==> config.mk <==
export PLATFORM = sky130hd
export DESIGN_NAME = datapath_sequencer
export DESIGN_NICKNAME = d
export VERILOG_FILES = /design/src/rtl/dp_seq_pkg.sv /design/src/rtl/seq_decode.sv /design/src/rtl/datapath_sequencer.sv
export SDC_FILE = /design/constraint.sdc
export NUM_CORES = 1
export LEC_CHECK = 0
export BUFFER_PORTS_ARGS = -buffer_cell sky130_fd_sc_hd__buf_2
export CORE_MARGIN = 1.5
export CORE_UTILIZATION = 56
export CTS_BUF_LIST = sky130_fd_sc_hd__clkbuf_8
export CTS_CLUSTER_DIAMETER = 50
export DETAILED_ROUTE_END_ITERATION = 6
export GPL_TIMING_DRIVEN = 1
export PLACE_DENSITY = 0.89
export SLEW_MARGIN = 40
export SYNTH_ARGS = -nofsm -noshare
export SYNTH_HDL_FRONTEND = slang
export SYNTH_SLANG_ARGS = --single-unit
==> constraint.sdc <==
create_clock -name clk -period 3.4 [get_ports clk]
set_input_delay 0 -clock clk [delete_from_list [all_inputs] [get_ports clk]]
set_output_delay 0 -clock clk [all_outputs]
set_load 0.02 [all_outputs]
==> src/rtl/dp_seq_pkg.sv <==
// Shared op-code, state, ALU and shifter definitions for the datapath sequencer.
package dp_seq_pkg;

  localparam int DATA_W_DEF = 16;

  localparam logic [2:0] OP_MOV_IMM = 3'b000;
  localparam logic [2:0] OP_MOV_REG = 3'b001;
  localparam logic [2:0] OP_ADD     = 3'b010;
  localparam logic [2:0] OP_CMP     = 3'b011;
  localparam logic [2:0] OP_AND     = 3'b100;
  localparam logic [2:0] OP_MVN     = 3'b101;

  localparam logic [1:0] ALU_ADD = 2'b00;
  localparam logic [1:0] ALU_SUB = 2'b01;
  localparam logic [1:0] ALU_AND = 2'b10;
  localparam logic [1:0] ALU_MVN = 2'b11;

  localparam logic [1:0] SH_NONE = 2'b00;
  localparam logic [1:0] SH_LSL1 = 2'b01;
  localparam logic [1:0] SH_LSR1 = 2'b10;
  localparam logic [1:0] SH_ASR1 = 2'b11;

  typedef enum logic [2:0] {
    S_IDLE,
    S_LOAD_A,
    S_LOAD_B,
    S_EXEC,
    S_WB,
    S_DONE
  } state_e;

  typedef struct packed {
    logic       use_a;
    logic       use_b;
    logic       do_write;
    logic       do_loads;
    logic [1:0] alu_op;
    logic       asel;
    logic       vsel;
    logic       illegal;
  } dec_t;

  // Entry state right after accept; later stages follow a fixed order.
  function automatic state_e first_state(input dec_t d);
    state_e s;
    if (d.illegal)
      s = S_DONE;
    else if (d.use_a)
      s = S_LOAD_A;
    else if (d.use_b)
      s = S_LOAD_B;
    else
      s = S_WB;
    return s;
  endfunction

endpackage

==> src/rtl/seq_decode.sv <==
// Combinational micro-op decode: which datapath stages an op needs and how to drive them.
module seq_decode
  import dp_seq_pkg::*;
(
  input  logic [2:0] op,
  output dec_t       dec
);

  always_comb begin
    dec = '0;
    case (op)
      OP_MOV_IMM: begin
        dec.do_write = 1'b1;
        dec.vsel     = 1'b1;
      end
      OP_MOV_REG: begin
        dec.use_b    = 1'b1;
        dec.do_write = 1'b1;
        dec.asel     = 1'b1;
        dec.alu_op   = ALU_ADD;
      end
      OP_ADD: begin
        dec.use_a    = 1'b1;
        dec.use_b    = 1'b1;
        dec.do_write = 1'b1;
        dec.do_loads = 1'b1;
        dec.alu_op   = ALU_ADD;
      end
      OP_CMP: begin
        dec.use_a    = 1'b1;
        dec.use_b    = 1'b1;
        dec.do_loads = 1'b1;
        dec.alu_op   = ALU_SUB;
      end
      OP_AND: begin
        dec.use_a    = 1'b1;
        dec.use_b    = 1'b1;
        dec.do_write = 1'b1;
        dec.do_loads = 1'b1;
        dec.alu_op   = ALU_AND;
      end
      OP_MVN: begin
        dec.use_b    = 1'b1;
        dec.do_write = 1'b1;
        dec.do_loads = 1'b1;
        dec.asel     = 1'b1;
        dec.alu_op   = ALU_MVN;
      end
      default: dec.illegal = 1'b1;
    endcase
  end

endmodule

==> src/rtl/datapath_sequencer.sv <==
// Drives the datapath control strobes for one accepted micro-op and captures its result.
// Build option SEQ_STEP_EN adds a step input: non-idle states then advance only on stepped cycles.
module datapath_sequencer
  import dp_seq_pkg::*;
#(
  parameter int DATA_W = DATA_W_DEF
) (
  input  logic              clk,
  input  logic              reset,
`ifdef SEQ_STEP_EN
  input  logic              step,
`endif
  input  logic              req_valid,
  output logic              req_ready,
  input  logic [2:0]        req_op,
  input  logic [2:0]        req_rd,
  input  logic [2:0]        req_rn,
  input  logic [2:0]        req_rm,
  input  logic [1:0]        req_shift,
  input  logic [7:0]        req_imm8,
  output logic [2:0]        readnum,
  output logic [2:0]        writenum,
  output logic              write,
  output logic              vsel,
  output logic              loada,
  output logic              loadb,
  output logic              asel,
  output logic              bsel,
  output logic [1:0]        shift,
  output logic [1:0]        ALUop,
  output logic              loadc,
  output logic              loads,
  output logic [DATA_W-1:0] datapath_in,
  input  logic [DATA_W-1:0] datapath_out,
  input  logic              status,
  output logic [DATA_W-1:0] result,
  output logic              result_status,
  output logic              done,
  output logic              err
);

  state_e state, nxt;
  dec_t   dec_in, dec_q, d;
  logic [2:0] rd_q, rn_q, rm_q, rd_c, rn_c, rm_c;
  logic [1:0] shift_q, shift_c;
  logic [7:0] imm_q;
  logic       acc, adv, gate;

  logic [2:0] readnum_r, writenum_r, n_readnum, n_writenum;
  logic [1:0] shift_r, aluop_r, n_shift, n_aluop;
  logic       write_r, vsel_r, loada_r, loadb_r, asel_r, loadc_r, loads_r, done_r, err_r;
  logic       n_write, n_vsel, n_loada, n_loadb, n_asel, n_loadc, n_loads, n_done, n_err;

  seq_decode u_dec (
    .op  (req_op),
    .dec (dec_in)
  );

`ifdef SEQ_STEP_EN
  assign gate = step;
`else
  assign gate = 1'b1;
`endif

  assign req_ready = (state == S_IDLE);
  assign acc       = (state == S_IDLE) && req_valid;
  assign adv       = (state == S_IDLE) || gate;

  // At the accept edge the outputs for the first stage come straight from the request.
  assign d       = acc ? dec_in    : dec_q;
  assign rd_c    = acc ? req_rd    : rd_q;
  assign rn_c    = acc ? req_rn    : rn_q;
  assign rm_c    = acc ? req_rm    : rm_q;
  assign shift_c = acc ? req_shift : shift_q;

  always_comb begin
    nxt = state;
    if (adv) begin
      case (state)
        S_IDLE:   if (acc) nxt = first_state(d);
        S_LOAD_A: nxt = S_LOAD_B;
        S_LOAD_B: nxt = S_EXEC;
        S_EXEC:   nxt = d.do_write ? S_WB : S_DONE;
        S_WB:     nxt = S_DONE;
        default:  nxt = S_IDLE;
      endcase
    end
  end

  always_comb begin
    n_readnum  = '0;
    n_writenum = '0;
    n_shift    = '0;
    n_aluop    = '0;
    n_write    = 1'b0;
    n_vsel     = 1'b0;
    n_loada    = 1'b0;
    n_loadb    = 1'b0;
    n_asel     = 1'b0;
    n_loadc    = 1'b0;
    n_loads    = 1'b0;
    n_done     = 1'b0;
    n_err      = 1'b0;
    case (nxt)
      S_LOAD_A: begin
        n_readnum = rn_c;
        n_loada   = 1'b1;
      end
      S_LOAD_B: begin
        n_readnum = rm_c;
        n_loadb   = 1'b1;
      end
      S_EXEC: begin
        n_shift = shift_c;
        n_aluop = d.alu_op;
        n_asel  = d.asel;
        n_loadc = 1'b1;
        n_loads = d.do_loads;
      end
      S_WB: begin
        n_writenum = rd_c;
        n_write    = 1'b1;
        n_vsel     = d.vsel;
      end
      S_DONE: begin
        n_done = 1'b1;
        n_err  = d.illegal;
      end
      default: ;
    endcase
  end

  always_ff @(posedge clk or posedge reset) begin
    if (reset) begin
      state         <= S_IDLE;
      dec_q         <= '0;
      rd_q          <= '0;
      rn_q          <= '0;
      rm_q          <= '0;
      shift_q       <= '0;
      imm_q         <= '0;
      readnum_r     <= '0;
      writenum_r    <= '0;
      shift_r       <= '0;
      aluop_r       <= '0;
      write_r       <= 1'b0;
      vsel_r        <= 1'b0;
      loada_r       <= 1'b0;
      loadb_r       <= 1'b0;
      asel_r        <= 1'b0;
      loadc_r       <= 1'b0;
      loads_r       <= 1'b0;
      done_r        <= 1'b0;
      err_r         <= 1'b0;
      result        <= '0;
      result_status <= 1'b0;
    end else begin
      state      <= nxt;
      readnum_r  <= n_readnum;
      writenum_r <= n_writenum;
      shift_r    <= n_shift;
      aluop_r    <= n_aluop;
      write_r    <= n_write;
      vsel_r     <= n_vsel;
      loada_r    <= n_loada;
      loadb_r    <= n_loadb;
      asel_r     <= n_asel;
      loadc_r    <= n_loadc;
      loads_r    <= n_loads;
      done_r     <= n_done;
      err_r      <= n_err;
      if (acc) begin
        dec_q   <= dec_in;
        rd_q    <= req_rd;
        rn_q    <= req_rn;
        rm_q    <= req_rm;
        shift_q <= req_shift;
        imm_q   <= req_imm8;
      end
      if (adv && state == S_WB)
        result <= d.vsel ? {{(DATA_W-8){1'b0}}, imm_q} : datapath_out;
      // Status lands in the datapath at the end of EXEC, so sample it one stage later.
      if (adv && d.use_b && (state == S_WB || (state == S_DONE && !d.do_write)))
        result_status <= status;
    end
  end

  assign datapath_in = {{(DATA_W-8){1'b0}}, imm_q};
  assign readnum     = readnum_r;
  assign writenum    = writenum_r;
  assign shift       = shift_r;
  assign ALUop       = aluop_r;
  assign vsel        = vsel_r;
  assign asel        = asel_r;
  assign bsel        = 1'b0;
  assign done        = done_r;
  assign err         = err_r;
  assign write       = write_r & gate;
  assign loada       = loada_r & gate;
  assign loadb       = loadb_r & gate;
  assign loadc       = loadc_r & gate;
  assign loads       = loads_r & gate;

endmodule

# Yosys cells after proc, flatten, opt, wreduce, memory -nomap -nowiden

Cells that the tools add are included.

Register bits: 67
Bits of input ports: 42
Output and inout bits: 54
Logic and storage cells: 90

Eq/ne operators: 15
Multiplexer cells: 33
Reduce and logical (&&, ||, !) cells: 13

Operator list:

| cell                                           | number |
|---|---|
| two-way mux 3 bit                              | 8 |
| == test 3 x 2 -> 1 bit (second input constant) | 6 |
| == test 3 bit (second input constant)          | 6 |
| two-way mux 1 bit                              | 17 |
| two-way mux 16 bit                             | 1 |
| case mux 3 bit (5 select lines)                | 1 |
| OR reduction 5 bit                             | 2 |
| == test 3 x 1 -> 1 bit (second input constant) | 3 |
| two-way mux 9 bit                              | 1 |
| logical NOT 3 bit                              | 2 |
| two-way mux 2 bit                              | 3 |
| case mux 2 bit (3 select lines)                | 1 |
| case mux 3 bit (2 select lines)                | 1 |
| OR reduction 6 bit                             | 1 |
| OR reduction 4 bit                             | 1 |
| logical AND 1 bit                              | 3 |
| OR reduction 3 bit                             | 1 |
| OR reduction 2 bit                             | 1 |
| logical NOT 1 bit                              | 1 |
| logical OR 1 bit                               | 1 |

# Depth between registers and ports, before layout

Word-level depth: 11
Depth in mapped cells: 6
Depth with buffers taken out: 6

# By module

From an unflattened synthesis, not the netlist that was laid out.

Cell total of the unflattened synthesis: 235
Area, all modules: 2,807.7 µm²

Modules (own cells, without submodules):

| module             | times used | cells each | area an instance (µm²) | sequential area each (µm²) |
|---|---|---|---|---|
| datapath_sequencer | 1          | 225        | 2,738.9                | 1,651.6 |
| seq_decode         | 1          | 10         | 68.8                   | 0.0 |

# Worst setup path after synthesis

Ideal clock, no wire load.

Path kind: reg2reg
Start point: register state[0]
End point: register result[6]
Library setup time: 136 ps
Data arrival time: 1,550 ps
Required time: 3,264 ps
Path slack: 1,714 ps
Stages on the path, launching flop included: 5
Buffers on the path: 0
Period minus slack after synthesis: 1,686 ps
Cells stage by stage: dfrtp_1 > nor4b_4 > mux2i_4 > mux2i_1 > o21ai_0

Longest elaborated chain between the ends: 4
Elaborated cells on any way between the ends: 5
Those cells by class: eq/ne: 1; mux: 2; reduce/logical: 2

RTL lines:

| element                  | RTL line                  | RTL |
|---|---|---|
| start: declaration       | datapath_sequencer.sv:42  | `state_e state, nxt;` |
| start signal: assignment | datapath_sequencer.sv:158 | `state <= nxt;` |
| logical NOT 3 bit        | datapath_sequencer.sv:66  | `assign acc = (state == S_IDLE) && req_valid;` |
| logical AND 1 bit        | datapath_sequencer.sv:66  |  |
| two-way mux 9 bit        | -                         |  |
| two-way mux 16 bit       | datapath_sequencer.sv:181 | `result <= d.vsel ? {{(DATA_W-8){1'b0}}, imm_q} : datapath_out;` |
| end signal: assignment   | datapath_sequencer.sv:181 |  |
| end: declaration         | datapath_sequencer.sv:36  | `output logic [DATA_W-1:0] result,` |

Parallel ways exist; a longest one is shown, timed or not.
A chain may end at the register's enable or synchronous reset.

# Worst setup path in the final report

Start point: register state[0]
End point: register result[5]

Same word-level chain as after synthesis.

==> metrics.md <==
| Metric | Value |
|---|---|
| GPL Wtd Cong | `0.883` |
| Num CTS Buffers | `9` |
| WS Path Type | `reg2reg` |
| CP required | `3580 ps` |
| Skew-Pair Late Insertion Delay | `330 ps` |
| # fillers | `280` |
| Final Setup Violations | `0` |
| Ys Warns | `0` |
| # IOs | `96` |
| I/O Buffers | `86` |
| Post-route ant nets | `0` |
| Resize count post-CTS | `0` |
| Residual DRC | `0` |
| Pleak | `2.06 nW` |
| Count leader, synth | `dfrtp_1` |
| Post-layout util | `79.0%` |
| Post-Place Cells | `401` |
| Area of the die | `5590 sq um` |
| Final worst path period share | `64.5%` |
| Post-synth EDFFs | `0` |
| PwrDens | `850 nW/um^2` |
| VDD IR max | `0.514 mV` |
| Top post-synthesis cells by count | `66 x dfrtp_1, 57 x nand2_1, 15 x o21ai_1, 12 x inv_1, 11 x mux2i_1` |
| Main synth FF type | `dfrtp_1` |
| Synthesized area per cell | `11.1 sq um` |
| DR vias | `2321` |
| Seq/Total Area, Yosys | `57.2%` |
| Cells along the critical path | `nor4b_4 -> mux2i_4 -> mux2i_1 -> o21ai_1` |
| Pin count of the biggest net entering global routing | `42` |
| Ratio of cells with drive above 1 in the final layout | `30.9%` |
| Cells after Synth | `260` |
| Distinct cells, synth | `40` |
| Synth Cell Area | `2890 sq um` |
| Via density | `5.10` |
| Initial core utilization | `59.5%` |
| Die X | `74.8 um` |
| Cell family with most CP delay | `multiplexers` |
| Site row count | `25` |
| Final std cells w/o fill | `455` |
| Setup TNS | `0 ps` |
| #FFs+latches synth | `66` |
| Max-Cap Viols | `0` |
| Hold Vio Cnt, Final | `0` |
| Clock Sinks | `66` |
| Hpwl dp | `4080 um` |
| Vias in the first global route | `2245` |
| # diodes | `0` |
| Post-synth top area share | `57.2%` |
| Worst hold path type | `in2reg` |
| Cell taking the most area after synthesis | `dfrtp_1` |
| Wirelength, routed | `6670 um` |
| Max frequency | `456 MHz` |
| Drt first pass iters | `5` |
| GRT Residual Overflow | `0` |
| Fraction of registers with async set/reset | `100%` |
| Maximum buffer depth of the clock tree | `2` |
| Hold WS | `129 ps` |
| Arrival @ worst endpoint | `2370 ps` |
| Clk pin slew, worst setup/hold paths | `60 ps` |
| Die height | `74.8 um` |
| Crit end category | `flip-flop` |
| Status | `finished, final reports clean` |
| RSZ-0062 raised after global routing | `no` |
| Largest stage delay on the critical path | `680 ps` |
| First-pass GRT wire length | `10600 um` |
| Design area | `3830 sq um` |
| Area Growth Syn to Fin | `32.7%` |
| Crit path buf inv count | `0` |
| Final min period | `2190 ps` |
| Nets@finish | `430` |
| CTS tree | `built` |
| Placed cell area | `3280 sq um` |
| Slew at the pin closest to its max-slew limit | `687 ps` |
| Main area contributors after synthesis | `dfrtp_1 57%, nand2_1 7.4%, mux2_2 3.9%` |
| Global-route usage over all layers | `26.1%` |
| CP Launch Type | `flip-flop` |
| Slowest CP cell | `mux2i_4` |
| Placeable Area | `4850 sq um` |
| Max-slew headroom | `53.2%` |
| Clock skew | `14.3 ps` |
| Final slew viol count | `0` |
| Clk root buf | `clkbuf_8` |
| WL/cell | `14.7 um` |
| Initial drt markers | `156` |
| Initial antenna violation count | `0` |
| H-tree lvl count | `3` |
| Max FO, Critical Path | `18` |
where the power goes:
group          switching [mW]  internal [mW]  total (mW)
sequential              0.217           1.13        1.34
combinational           0.839          0.532        1.37
clock                   0.269          0.273       0.541
total                    1.32           1.93        3.26
tightest hold or removal path, cell delays in order:
cell	delay, ps
buf_2	160
nand2_1	100
nand3_1	80
nand2_1	70
state kept, by name, summed over array words and instances, names as in the netlist, 2 cells and up:
register	cells
ALUop	2
shift_q	2
rn_q	3
rd_q	3
dec_q	8
result	16
shift	2
state	3
rm_q	3
imm_q	8
writenum	3
readnum	3
worst paths after layout:
kind | endpoint | depth (start not counted) | slack (ps) | start
max | result[5]$_DFFE_PP0N_ | 4 | 1210 | state[0]$_DFF_PP0_
min | dec_q[7]$_DFF_PP0_ | 4 | 130 | req_op[2]
max reg2reg | result[5]$_DFFE_PP0N_ | 4 | 1210 | state[0]$_DFF_PP0_
min reg2reg | result[1]$_DFFE_PP0N_ | 2 | 480 | result[1]$_DFFE_PP0N_
max in group asynchronous | rn_q[2]$_DFF_PP0_ | 4 | 2340 | reset
min in group asynchronous | result[4]$_DFFE_PP0N_ | 3 | 290 | reset
cell families after synthesis:
group / after synthesis / synth area share, %
adders and majority gates: 5 / 2.17
buffers and inverters: 34 / 7.15
muxes: 24 / 9.54
AOI/OAI and AO/OA: 40 / 8.58
and+or+nand+nor: 90 / 15.2
other: 1 / 0.130
DFF: 66 / 57.2
layout by cell type, fill, tap and decap left out, types with 4 or more instances in the layout:
cell	synthesis	layout
mux2_2	10	10
mux2i_1	11	11
nand2_1	57	57
o211ai_1	4	4
conb_1	1	9
nor2_1	6	6
buf_2	2	86
clkbuf_8	0	10
o21ai_1	15	15
ha_1	5	5
dlygate4sd3_1	0	38
inv_1	12	15
o21ai_0	9	9
nand2b_1	6	6
dfrtp_1	66	66
and2_1	5	5
routing by layer:
layer	track usage [%]	wire length, um	up-vias
met5	0	0	-
met4	12.5	96	0
met3	5.76	475	8
met2	43.2	3560	127
met1	32.9	2540	1094
li1	-	-	1092
area by class of cell:
class	count	area [sq um]	share of cell area, %
clock inverters	6	27.5	0.718
inverters	12	46.3	1.21
clock buffers	10	138	3.59
repair buffers	126	826	21.6
multi-input cells	168	1060	27.6
well taps	67	83.8	2.19
flip-flops and latches	66	1650	43.1
timing repair:
item | 4_1_cts | 5_1_grt
endpoints found under the hold margin | 79 | 0
buffers inserted | 0 | 0
hold buffers | 38 | 0
through the flow:
step	power, mW	setup slack [ps]
after global placement	2.61	1240
after global routing	3.48	1080
final	3.26	1210
after floorplan	2.30	1710
after CTS	3.24	1270
after detailed placement	2.66	1280
No activity file was read; power rests on OpenSTA's default activity.
